[config.mk]
export PLATFORM = sky130hd
export DESIGN_NAME = instruction_handler
export DESIGN_NICKNAME = d
export VERILOG_FILES = /design/src/rtl/instruction_handler.sv
export SDC_FILE = /design/constraint.sdc
export NUM_CORES = 1
export LEC_CHECK = 0
export CAP_MARGIN = 15
export CORE_MARGIN = 4
export CORE_UTILIZATION = 51
export CTS_CLUSTER_DIAMETER = 200
export CTS_CLUSTER_SIZE = 16
export DETAILED_ROUTE_END_ITERATION = 8
export GPL_TIMING_DRIVEN = 0
export PLACE_DENSITY_LB_ADDON = 0.25
export RECOVER_POWER = 25
export SLEW_MARGIN = 20
export SYNTH_ARGS = -nofsm -noshare
export SYNTH_HDL_FRONTEND = slang
export SYNTH_SLANG_ARGS = --single-unit
[constraint.sdc]
create_clock -name clk_i -period 3.25 [get_ports clk_i]
set_input_delay 0.65 -clock clk_i [delete_from_list [all_inputs] [get_ports clk_i]]
set_output_delay 0.65 -clock clk_i [all_outputs]
set_load 0.05 [all_outputs]
[src/rtl/instruction_handler.sv]
// SPI byte-stream command decoder: 8-byte frames (opcode, 24b address, 32b value) committed atomically.
// Latency 1 cycle from the last byte to commit; no backpressure, every valid byte is accepted.
module instruction_handler (
  input  logic        clk_i,
  input  logic        rst_i,
  input  logic        spi_rx_valid_i,
  input  logic [7:0]  spi_rx_byte_i,
  input  logic [31:0] result_i,
  input  logic [31:0] stream_i,
  output logic [7:0]  instruction_o,
  output logic [23:0] address_o,
  output logic [31:0] value_o,
  output logic [7:0]  spi_tx_byte_o
);

  logic [2:0]  cnt;
  logic [7:0]  opcode_shadow;
  logic [23:0] address_shadow;
  logic [23:0] value_shadow;
  logic [63:0] tx_snapshot;

  always_ff @(posedge clk_i) begin
    if (rst_i) begin
      cnt            <= 3'd0;
      opcode_shadow  <= 8'h00;
      address_shadow <= 24'h0;
      value_shadow   <= 24'h0;
      tx_snapshot    <= 64'h0;
      instruction_o  <= 8'h00;
      address_o      <= 24'h0;
      value_o        <= 32'h0;
    end else begin
      // Execute strobe lasts exactly one cycle after commit.
      instruction_o <= 8'h00;
      if (spi_rx_valid_i) begin
        cnt <= cnt + 3'd1;
        case (cnt)
          3'd0: begin
            opcode_shadow <= spi_rx_byte_i;
            tx_snapshot   <= {result_i, stream_i};
          end
          3'd1: address_shadow[23:16] <= spi_rx_byte_i;
          3'd2: address_shadow[15:8]  <= spi_rx_byte_i;
          3'd3: address_shadow[7:0]   <= spi_rx_byte_i;
          3'd4: value_shadow[23:16]   <= spi_rx_byte_i;
          3'd5: value_shadow[15:8]    <= spi_rx_byte_i;
          3'd6: value_shadow[7:0]     <= spi_rx_byte_i;
          default: begin
            instruction_o <= opcode_shadow;
            address_o     <= address_shadow;
            value_o       <= {value_shadow, spi_rx_byte_i};
          end
        endcase
      end
    end
  end

  // Byte 0 of the reply is live so the host sees the freshest result word.
  always_comb begin
    spi_tx_byte_o = result_i[31:24];
    case (cnt)
      3'd1:    spi_tx_byte_o = tx_snapshot[55:48];
      3'd2:    spi_tx_byte_o = tx_snapshot[47:40];
      3'd3:    spi_tx_byte_o = tx_snapshot[39:32];
      3'd4:    spi_tx_byte_o = tx_snapshot[31:24];
      3'd5:    spi_tx_byte_o = tx_snapshot[23:16];
      3'd6:    spi_tx_byte_o = tx_snapshot[15:8];
      3'd7:    spi_tx_byte_o = tx_snapshot[7:0];
      default: spi_tx_byte_o = result_i[31:24];
    endcase
  end

endmodule

==> parameters.txt, run 1 <==
Parameter                              Value

Status
  Outcome ... finished clean

Yosys
  Portion of the post-synthesis area used by sequential elements ... approximately half
  Synth Flop Type ... sky130_fd_sc_hd__dfxtp_1
  Area share of the largest cell type after synthesis ... 51.6%
  Synth top area cells ... sky130_fd_sc_hd__dfxtp_1 (52%), sky130_fd_sc_hd__a21oi_1 (9.2%), sky130_fd_sc_hd__nand2_1 (7.7%)
  Syn_area_per_cell ... roughly 8.5 sq um
  Count of mapped cells out of synthesis ... 818
  Flops & latches, synth ... approximately 180
  Distinct cell type count of the synthesized netlist ... 32
  Most used standard cell by instance count after synthesis ... sky130_fd_sc_hd__dfxtp_1
  Dominant combinational cell family by area after synthesis ... simple AND/OR/NAND/NOR gates
  Adder-Cell Fraction of Synth Area ... between 1 and 1.5%
  Synth Area in Simple Gates ... 17.5%
  Post-Synth XOR/XNOR Area ... 0.126%
  Synthesized cell area ... around 0.0069 sq mm
  EDFF count, synth ... 0
  Fraction of synthesis flops using an asynchronous set or reset pin ... 0%
  Number of warnings issued by yosys ... 0
  Share of cell area taken by muxes after synthesis ... 7.86%
  Share of the synthesized area in compound gates (AO/OA/AOI/OAI) ... about 17%
  Syn Nets ... 900
  Commonest cells in the netlist ... sky130_fd_sc_hd__dfxtp_1 (179), sky130_fd_sc_hd__nand2_1 (143), sky130_fd_sc_hd__a21oi_1 (128), sky130_fd_sc_hd__nand3_1 (66), sky130_fd_sc_hd__o21ai_0 (58)
  Largest area contributor in the synthesized netlist ... sky130_fd_sc_hd__dfxtp_1

Final layout
  Synthesis-to-finish area growth ... 32.5%
  Fraction of layout cells with a size suffix above 1 ... about 7.7%
  Finished layout cell area ... approximately 0.0092 sq mm
  Antenna cell count ... 0
  Final nets ... ~1100
  Layout Utilization ... 69.2%

STA
  Final worst path period share ... a little over nine tenths
  Time the final worst path needs with I/O delays and setup ... about 3.1 ns
  Setup repair after global routing missed its margin ... false
  Headroom to the max-slew limit ... around 55%
  Number of hold violations in the final report ... 0
  Final Skew ... approximately 0.0064 ns
  Worst setup slack after layout ... around 0.12 ns
  Final Setup Violations ... 0
  Final-report max-slew violation count ... 0
  Maximum frequency from static timing analysis ... 0.320 GHz
  Worst Hold Slack ... between 0.4 and 0.5 ns
  Slew at the pin with the worst max-slew slack ... 0.681 ns

Global routing
  Maximum number of pins on one net before global-route repair ... 17
  GR Overflow Total ... 0
  Wire length of the first global-routing pass ... between 30000 and 40000 microns
  Overall routing resource usage ... 24.4%
  Number of antenna violations at the first check in global routing ... 0
  Number of global-route vias before repair ... 5972

Routing
  Vias per std cell ... 5.47
  Iteration-0 DRC Markers ... approximately 540
  Detailed Route WL ... between 15000 and 20000 microns
  Routed Antenna Nets ... 0
  Post-detailed-route wirelength per cell ... between 15 and 20 microns
  Via total after detailed routing ... 6347
  Detailed-router iteration count before antenna repair ... 5
  DRC viols ... 0

Power
  Combinational cell fraction of total power ... between 10% and 20%
  P_sw ... 1.41 mW
  Clock network fraction of total power ... 39.7%
  Peak supply drop ... between 0.0003 and 0.0004 V
  Static Leak ... 3.48 nW
  Total power ... between 5 and 6 mW
  Power Dens Cells ... 567 mW/mm^2
  Share of power burned in registers ... about 45%
  Switching fraction of total power ... between 20 and 30%
  Internal portion of total power ... between 3 and 4 mW

Clock tree
  TritonCTS clock tree ... done
  Latest clock arrival within the worst-skew pair ... roughly 0.43 ns
  Clock root buffer master ... sky130_fd_sc_hd__clkbuf_16
  Deepest level of the CTS H-tree ... 4
  Number of buffers added to fix hold violations after cts ... 0
  Number of buffers inserted during clock tree synthesis ... 17
  CTS Buffer Depth ... 2
  Clock Sinks ... around 180
  Clk pin slew, worst setup/hold paths ... around 0.06 ns

Critical path
  Arrival time of the worst setup path ... ~2.5 ns
  Worst setup path category ... reg2out
  Endpoint required time on the critical path ... ~2.6 ns
  Crit start category ... flop
  Series of cell instances along the critical path ... clkbuf_8 > buf_8 > inv_2 > ha_2 > or3_4 > or2_1 > buf_6 > a31oi_4 > buf_4
  Highest fanout seen on the critical path ... 10
  CP Capture Type ... primary output
  Slowest stage cell, crit path ... sky130_fd_sc_hd__or3_4
  Critical Path Max Stage Delay ... a little over 0.4 ns

Placed design
  Placed Instance Area ... 0.00854 sq mm
  Number of port buffers ... roughly 140
  Placement Setup Slack ... -0.560 ns
  Post-detailed-placement half-perimeter wirelength ... around 14000 microns
  Gpl congestion ... around 0.90

Floorplanning
  Die boundary height ... roughly 120 microns
  FP Rows ... 42
  Core box area ... between 0.01 and 0.015 sq mm
  Number of ports placed on the die boundary ... about 150
  Chip width ... between 100 and 150 microns
  Starting utilization of the core area ... between 50% and 60%
  Full die area ... between 0.015 and 0.02 sq mm

Min path
  Type of the most critical hold path ... reg2reg

Run
  Maximum Capacitance Violations ... 0
## timing repair
action / in CTS / in global routing
endpoints found under the hold margin: 0 / 0
gates cloned: 0 / 0
setup buffers: 0 / 1
gates resized for setup: 71 / 9
pin swaps: 1 / 2
endpoints found under the setup margin: 8 / 8
## power groups by stage
stage                     sequential, mW  clock (mW)  combinational [mW]
after floorplan                     2.39           0               0.477
after global placement              2.36           0               0.788
after detailed placement            2.37           0               0.794
after CTS                           2.32        2.08               0.807
after global routing                2.33        2.20               0.883
final                               2.32        2.07               0.821
## flip-flops by register name, summed over array words and instances (netlist names)
signal	count
address_shadow	24
instruction_o	8
tx_snapshot	56
opcode_shadow	8
value_o	32
cnt	3
address_o	24
value_shadow	24
## stage by stage
step	setup TNS, ns	instances
global route	0	1160
detailed placement	-4.35	1131
floorplan	-0.425	818
finish	0	1160
global placement	-4.09	1131
CTS	0	1161
## critical path, delay by kind of cell, from the launching register on
family | cells | cell delay, ns
fa+ha+maj | 1 | 0.18
simple gates | 2 | 0.66
flops | 1 | 0.34
buf+inv | 5 | 0.72
compound gates | 1 | 0.15
## per-layer routing
metal	share of wire [%]	vias to the layer above	track usage (%)	wire (microns)
met5	0	-	0	0
met2	47	216	39.0	9130
li1	-	3109	-	-
met1	44	2980	32.5	8480
met3	6.5	42	5.75	1250
met4	2.6	0	8.64	506
## cell families (layout without fill, tap and decap cells)
logic type,after synthesis,after routing
xor+xnor,1,1
compound gates,214,214
fa+ha+maj,7,7
buf+inv,84,250
mux,53,53
simple gates,280,280
flops,179,179
## cell usage in the layout, fill, tap and decap left out, types with 2 or more instances in the layout
cell type,instances
sky130_fd_sc_hd__clkinv_2,5
sky130_fd_sc_hd__a22o_1,8
sky130_fd_sc_hd__mux2_2,12
sky130_fd_sc_hd__nor2_1,43
sky130_fd_sc_hd__clkbuf_16,17
sky130_fd_sc_hd__a221o_1,2
sky130_fd_sc_hd__nor3_1,6
sky130_fd_sc_hd__buf_4,7
sky130_fd_sc_hd__a31oi_2,2
sky130_fd_sc_hd__buf_2,7
sky130_fd_sc_hd__nand3_1,66
sky130_fd_sc_hd__clkbuf_8,3
sky130_fd_sc_hd__nand3b_1,3
sky130_fd_sc_hd__clkdlybuf4s50_1,128
sky130_fd_sc_hd__bufinv_16,3
sky130_fd_sc_hd__nand2_1,143
sky130_fd_sc_hd__dfxtp_1,178
sky130_fd_sc_hd__and2_1,9
sky130_fd_sc_hd__a21oi_1,128
sky130_fd_sc_hd__a221oi_2,2
sky130_fd_sc_hd__a222oi_1,2
sky130_fd_sc_hd__a31oi_4,2
sky130_fd_sc_hd__clkbuf_1,61
sky130_fd_sc_hd__o21ai_0,57
sky130_fd_sc_hd__buf_6,2
sky130_fd_sc_hd__a221oi_1,4
sky130_fd_sc_hd__buf_1,9
sky130_fd_sc_hd__a31oi_1,4
sky130_fd_sc_hd__mux2i_1,41
sky130_fd_sc_hd__nor3_2,3
sky130_fd_sc_hd__inv_1,2
sky130_fd_sc_hd__ha_1,6
## area by class of cell
| class | instances | area (sq um) |
|---|---|---|
| fillers | 1142 | 4100 |
| flip-flops and latches | 179 | 3580 |
| multi-input cells | 555 | 3100 |
| repair buffers | 138 | 1360 |
| clock buffers | 22 | 464 |
| plain buffers | 77 | 328 |
| well taps | 176 | 220 |
| clock inverters | 10 | 131 |
| inverters | 3 | 11.3 |
## path summary, 6_finish.rpt
kind                    startpoint               end  slack, ns  depth (start not counted)
setup reg to reg            cnt[2]     address_o[23]       0.89                          9
setup / recovery            cnt[2]  spi_tx_byte_o[3]       0.12                          9
hold reg to reg   opcode_shadow[3]  opcode_shadow[3]       0.45                          2
hold / removal    opcode_shadow[3]  opcode_shadow[3]       0.45                          2
No activity file was read; power rests on OpenSTA's default activity.
==> run 2, diff against run 1 <==
SKIP_CTS_REPAIR_TIMING = 1   (was unset)
==> run 2 against run 1 <==
  * Sequential power barely moved
  * Sequential share of layout area fell by 0.069 points
  * Cell count rose by 0.17%
  * Critical endpoint unchanged
  * First-iteration DRC count rose by 1.3%
==> parameters.txt, run 2 (same netlist as run 1, synthesis figures left out) <==
Parameter                              Value

Floorplanning
  FP Rows ... 42
  Core box area ... between 0.01 and 0.015 sq mm
  Die boundary height ... between 100 and 150 microns
  Chip width ... around 120 microns
  Starting utilization of the core area ... 52.2%
  Number of ports placed on the die boundary ... approximately 150
  Full die area ... roughly 0.016 sq mm

Final layout
  Post-route non-filler standard cell count ... 1162
  Synthesis-to-finish area growth ... 32.8%
  Fraction of layout cells with a size suffix above 1 ... 8.01%
  Antenna cell count ... 0
  Area occupied by multi-input gates ... slightly above 0.003 sq mm
  Biggest registers after layout ... tx_snapshot (56), value_o (32)
  Finished layout cell area ... 0.00921 sq mm
  Fill cell total of the finished layout ... roughly 1100
  Most common cell after layout, fill and taps aside ... sky130_fd_sc_hd__dfxtp_1
  Most frequent cells in the layout ... sky130_fd_sc_hd__dfxtp_1 (178), sky130_fd_sc_hd__nand2_1 (143), sky130_fd_sc_hd__a21oi_1 (128), sky130_fd_sc_hd__clkdlybuf4s50_1 (128), sky130_fd_sc_hd__nand3_1 (66)
  Largest register by flop count ... tx_snapshot
  Flip-flop count of the largest register, all copies and words added ... 56
  Area occupied by registers ... between 0.003 and 0.004 sq mm
  Final nets ... 1055
  Layout Utilization ... around 69%

Critical path
  Crit start category ... flop
  Series of cell instances along the critical path ... inv_1 > ha_1 > or3_4 > or2_1 > buf_6 > a31oi_1 > buf_4
  Slack of the worst reg-to-reg path ... between 1 and 1.5 ns
  Reg2Reg Capture Point ... tx_snapshot[48]
  Slowest stage cell, crit path ... sky130_fd_sc_hd__or3_4
  Endpoint required time on the critical path ... between 2 and 3 ns
  Critical Path Max Stage Delay ... around 0.5 ns
  Arrival time of the worst setup path ... 2.51 ns
  Reg2Reg Depth ... 7
  Worst setup path category ... reg2out
  CP Capture Type ... primary output
  Highest fanout seen on the critical path ... 12
  Startpoint of the worst setup timing path ... cnt[0]
  Launch instance of the worst register-to-register path ... cnt[0]

Global routing
  Wire length of the first global-routing pass ... 30400 microns
  GR Overflow Total ... 0
  Overall routing resource usage ... about a quarter
  Number of global-route vias before repair ... roughly 6000
  Maximum number of pins on one net before global-route repair ... 17
  Number of antenna violations at the first check in global routing ... 0

Routing
  Vias per std cell ... ~5.5
  Routed Antenna Nets ... 0
  Post-detailed-route wirelength per cell ... approximately 17 microns
  Detailed-router iteration count before antenna repair ... 5
  Iteration-0 DRC Markers ... 551
  Detailed Route WL ... about 19000 microns
  DRC viols ... 0
  Via total after detailed routing ... between 6000 and 7000

STA
  Setup repair after global routing missed its margin ... true
  Worst Hold Slack ... about 0.45 ns
  Final Skew ... between 0.005 and 0.006 ns
  Final-report max-slew violation count ... 0
  Worst setup slack after layout ... 0.0939 ns
  Number of hold violations in the final report ... 0
  Slew at the pin with the worst max-slew slack ... 0.713 ns
  Time the final worst path needs with I/O delays and setup ... approximately 3.2 ns
  Maximum frequency from static timing analysis ... roughly 0.32 GHz
  Total negative slack ... 0 ns
  Headroom to the max-slew limit ... 52.5%
  Final Setup Violations ... 0
  Final worst path period share ... approximately 97%

Clock tree
  CTS Buffer Depth ... 2
  TritonCTS clock tree ... done
  Number of buffers inserted during clock tree synthesis ... 17
  Latest clock arrival within the worst-skew pair ... roughly 0.42 ns
  Clock root buffer master ... sky130_fd_sc_hd__clkbuf_16
  Clk pin slew, worst setup/hold paths ... around 0.060 ns
  Deepest level of the CTS H-tree ... 4
  Clock Sinks ... about 180

Power
  P_sw ... 1.41 mW
  Share of power burned in registers ... 44.5%
  Internal portion of total power ... about 3.8 mW
  Switching fraction of total power ... 27.0%
  Peak supply drop ... between 0.0003 and 0.0004 V
  Static Leak ... about 3.5 nW
  Total power ... between 5 and 6 mW
  Power Dens Cells ... ~570 mW/mm^2
  Combinational cell fraction of total power ... around 16%
  Clock network fraction of total power ... 39.7%

Status
  Outcome ... finished clean

Placed design
  Placed Instance Area ... 0.00854 sq mm
  Post-detailed-placement half-perimeter wirelength ... ~14000 microns
  Placed insts ... 1131
  Gpl congestion ... around 0.9
  Number of port buffers ... approximately 140
  Placement Setup Slack ... -0.560 ns

Min path
  Type of the most critical hold path ... reg2reg
  Hold Crit Start ... opcode_shadow[5]
  Hold path depth ... 2
  Worst hold path endpoint ... opcode_shadow[5]

Run
  Maximum Capacitance Violations ... 0
run 2: cell type report:
type,instances,share of cell area [%]
flip-flops and latches,179,38.9
multi-input cells,555,33.6
repair buffers,139,15.0
clock buffers,22,5.04
plain buffers,78,3.57
well taps,176,2.39
clock inverters,10,1.43
inverters,3,0.122
run 2: metal layers:
metal | global-route usage [%] | vias to the layer above | part of all wire (%)
met3 | 5.87 | 33 | 5.8
met5 | 0 | - | 0
met4 | 7.61 | 0 | 2.1
met2 | 39.2 | 187 | 48
met1 | 32.2 | 3032 | 44
li1 | - | 3109 | -
run 2: critical path: cells and delay by family, from the launching register on:
kind,cells,cell delay [ns]
simple gates,2,0.77
flops,1,0.41
buf+inv,3,0.47
fa+ha+maj,1,0.27
compound gates,1,0.16
run 2: power groups by stage:
| stage | clock [mW] | sequential [mW] | combinational (mW) |
|---|---|---|---|
| 6_report | 2.07 | 2.32 | 0.826 |
| 5_1_grt | 2.20 | 2.33 | 0.888 |
| 4_1_cts | 2.08 | 2.32 | 0.799 |
| 2_1_floorplan | 0 | 2.39 | 0.477 |
| 3_3_place_gp | 0 | 2.36 | 0.788 |
| 3_5_place_dp | 0 | 2.37 | 0.794 |
run 2: worst max-delay path by stage:
stage                  endpoint  slack (ns)
3_3_place_gp   spi_tx_byte_o[4]       -0.53
4_1_cts        spi_tx_byte_o[4]       -1.03
2_1_floorplan  spi_tx_byte_o[0]       -0.06
3_5_place_dp   spi_tx_byte_o[4]       -0.56
6_report       spi_tx_byte_o[3]        0.09
5_1_grt        spi_tx_byte_o[1]       0.003
==> run 3, diff against run 2 <==
SETUP_SLACK_MARGIN = 0.05   (was unset)
==> run 3 against run 2 <==
  * Clock skew about the same
  * Sequential share of layout area shrank 0.34 points
  * Die area is the same
  * Cell count rose by 0.52%
  * Power rose by 0.70%
  * Non-clock buffer count rose by 6
  * Final area is 0.88% higher
  * Combinational power is 3.5% higher
  * Count of clock-buffer cells in the layout unchanged
  * Largest power group unchanged
  * Maximum frequency increased by 0.16%
==> parameters.txt, run 3 (same netlist as run 1, synthesis figures left out) <==
Parameter                              Value

Status
  Outcome ... finished clean

Final layout
  Largest register by flop count ... tx_snapshot
  Most frequent cells in the layout ... sky130_fd_sc_hd__dfxtp_1 (178), sky130_fd_sc_hd__nand2_1 (143), sky130_fd_sc_hd__a21oi_1 (128), sky130_fd_sc_hd__clkdlybuf4s50_1 (128), sky130_fd_sc_hd__nand3_1 (67)
  Final nets ... between 1000 and 1500
  Synthesis-to-finish area growth ... 33.9%
  Most common cell after layout, fill and taps aside ... sky130_fd_sc_hd__dfxtp_1
  Antenna cell count ... 0
  Flip-flop count of the largest register, all copies and words added ... 56
  Biggest registers after layout ... tx_snapshot (56), value_o (32)
  Post-route non-filler standard cell count ... between 1000 and 1500
  Finished layout cell area ... approximately 0.0093 sq mm
  Fraction of layout cells with a size suffix above 1 ... under 10%

Floorplanning
  Full die area ... 0.0155 sq mm
  Starting utilization of the core area ... 52.2%
  Die boundary height ... ~120 microns
  Core box area ... roughly 0.013 sq mm
  Chip width ... approximately 120 microns
  FP Rows ... between 40 and 50
  Number of ports placed on the die boundary ... 147

Routing
  Iteration-0 DRC Markers ... roughly 630
  Post-detailed-route wirelength per cell ... ~17 microns
  Vias per std cell ... around 5.5
  DRC viols ... 0
  Detailed-router iteration count before antenna repair ... 5
  Routed Antenna Nets ... 0
  Via total after detailed routing ... 6400
  Detailed Route WL ... just under 20000 microns

Global routing
  Number of antenna violations at the first check in global routing ... 0
  Wire length of the first global-routing pass ... 30400 microns
  GR Overflow Total ... 0
  Overall routing resource usage ... 24.3%
  Maximum number of pins on one net before global-route repair ... 17
  Number of global-route vias before repair ... between 5000 and 6000

Placed design
  Post-detailed-placement half-perimeter wirelength ... 13600 microns
  Gpl congestion ... ~0.90
  Placed Instance Area ... approximately 0.0085 sq mm
  Placed insts ... 1131
  Number of port buffers ... 137

Critical path
  Endpoint required time on the critical path ... about 2.6 ns
  Crit start category ... flop
  Launch instance of the worst register-to-register path ... cnt[2]
  Highest fanout seen on the critical path ... 8
  Reg2Reg Capture Point ... value_o[12]
  Worst setup path category ... reg2out
  Reg2Reg Depth ... 11
  Arrival time of the worst setup path ... approximately 2.5 ns
  Slack of the worst reg-to-reg path ... roughly 0.96 ns
  CP Capture Type ... primary output

STA
  Slew at the pin with the worst max-slew slack ... roughly 0.7 ns
  Headroom to the max-slew limit ... between 50% and 60%
  Final worst path period share ... around 97%
  Final Setup Violations ... 0
  Final Skew ... between 0.006 and 0.007 ns
  Final-report max-slew violation count ... 0
  Number of hold violations in the final report ... 0
  Time the final worst path needs with I/O delays and setup ... 3.15 ns
  Setup repair after global routing missed its margin ... false
  Maximum frequency from static timing analysis ... about 0.32 GHz

Clock tree
  Deepest level of the CTS H-tree ... 4
  Clk pin slew, worst setup/hold paths ... 0.06 ns
  Clock root buffer master ... sky130_fd_sc_hd__clkbuf_16
  TritonCTS clock tree ... done
  Latest clock arrival within the worst-skew pair ... 0.43 ns
  Clock Sinks ... between 150 and 200
  Number of buffers inserted during clock tree synthesis ... 17
  CTS Buffer Depth ... 2

Min path
  Worst hold path endpoint ... opcode_shadow[5]
  Hold path depth ... 2
  Hold Crit Start ... opcode_shadow[5]
  Type of the most critical hold path ... reg2reg

Power
  Power Dens Cells ... roughly 570 mW/mm^2
  Static Leak ... between 3 and 4 nW
  Peak supply drop ... between 0.0003 and 0.0004 V
  Total power ... ~5.3 mW

Run
  Maximum Capacitance Violations ... 0
## run 3: cell types whose count changed in the layout (fill, tap and decap cells not counted), sizes merged
cell,previous run,this run
buf,30,37
clkbuf,80,79
## run 3: layout make-up
class	count	area [sq um]
fillers	1122	4000
well taps	176	220
inverters	3	13.8
clock buffers	22	464
flip-flops and latches	179	3580
plain buffers	77	337
multi-input cells	555	3130
clock inverters	10	131
repair buffers	146	1420
## run 3: critical path, stage by stage (launching register included)
cell	delay (ns)
sky130_fd_sc_hd__dfxtp_1	0.34
sky130_fd_sc_hd__buf_6	0.12
sky130_fd_sc_hd__buf_8	0.11
sky130_fd_sc_hd__inv_4	0.05
sky130_fd_sc_hd__ha_4	0.15
sky130_fd_sc_hd__or3_4	0.39
sky130_fd_sc_hd__buf_8	0.14
sky130_fd_sc_hd__or2_1	0.21
sky130_fd_sc_hd__buf_6	0.16
sky130_fd_sc_hd__a31oi_1	0.18
sky130_fd_sc_hd__buf_4	0.22
## run 3: how the worst max path moves through the flow
stage / startpoint / end / slack (ns) / depth (start not counted)
after global routing: cnt[2] / spi_tx_byte_o[7] / 0.03 / 10
after detailed placement: cnt[2] / spi_tx_byte_o[4] / -0.56 / 10
final: cnt[2] / spi_tx_byte_o[7] / 0.1 / 10
after global placement: cnt[2] / spi_tx_byte_o[4] / -0.53 / 10
after CTS: cnt[2] / spi_tx_byte_o[4] / -1.03 / 10
after floorplan: cnt[2] / spi_tx_byte_o[0] / -0.06 / 9
## run 3: power breakdown
| part | internal [mW] | switching, mW | leakage, nW |
|---|---|---|---|
| Combinational | 0.303 | 0.552 | 1.76 |
| Sequential | 2.28 | 0.0448 | 1.45 |
| Clock | 1.25 | 0.832 | 0.294 |
| Total | 3.82 | 1.43 | 3.51 |
## run 3: through the flow
| step | setup TNS (ns) | util, % | setup WS [ns] | hold WS, ns |
|---|---|---|---|---|
| 2_1_floorplan | -0.425 | - | -0.0607 | 0.430 |
| 3_3_place_gp | -4.09 | 64.2 | -0.531 | 0.440 |
| 3_5_place_dp | -4.35 | 64.2 | -0.560 | 0.443 |
| 4_1_cts | -8.03 | 68.7 | -1.03 | 0.453 |
| 5_1_grt | 0 | 69.9 | 0.0261 | 0.472 |
| 6_report | 0 | 69.9 | 0.0991 | 0.450 |
## run 3: metal layers
| layer | part of all wire [%] | track usage, % |
|---|---|---|
| met5 | 0 | 0 |
| met4 | 2.1 | 7.61 |
| met3 | 5.6 | 5.87 |
| met2 | 48 | 39.2 |
| met1 | 45 | 32.2 |
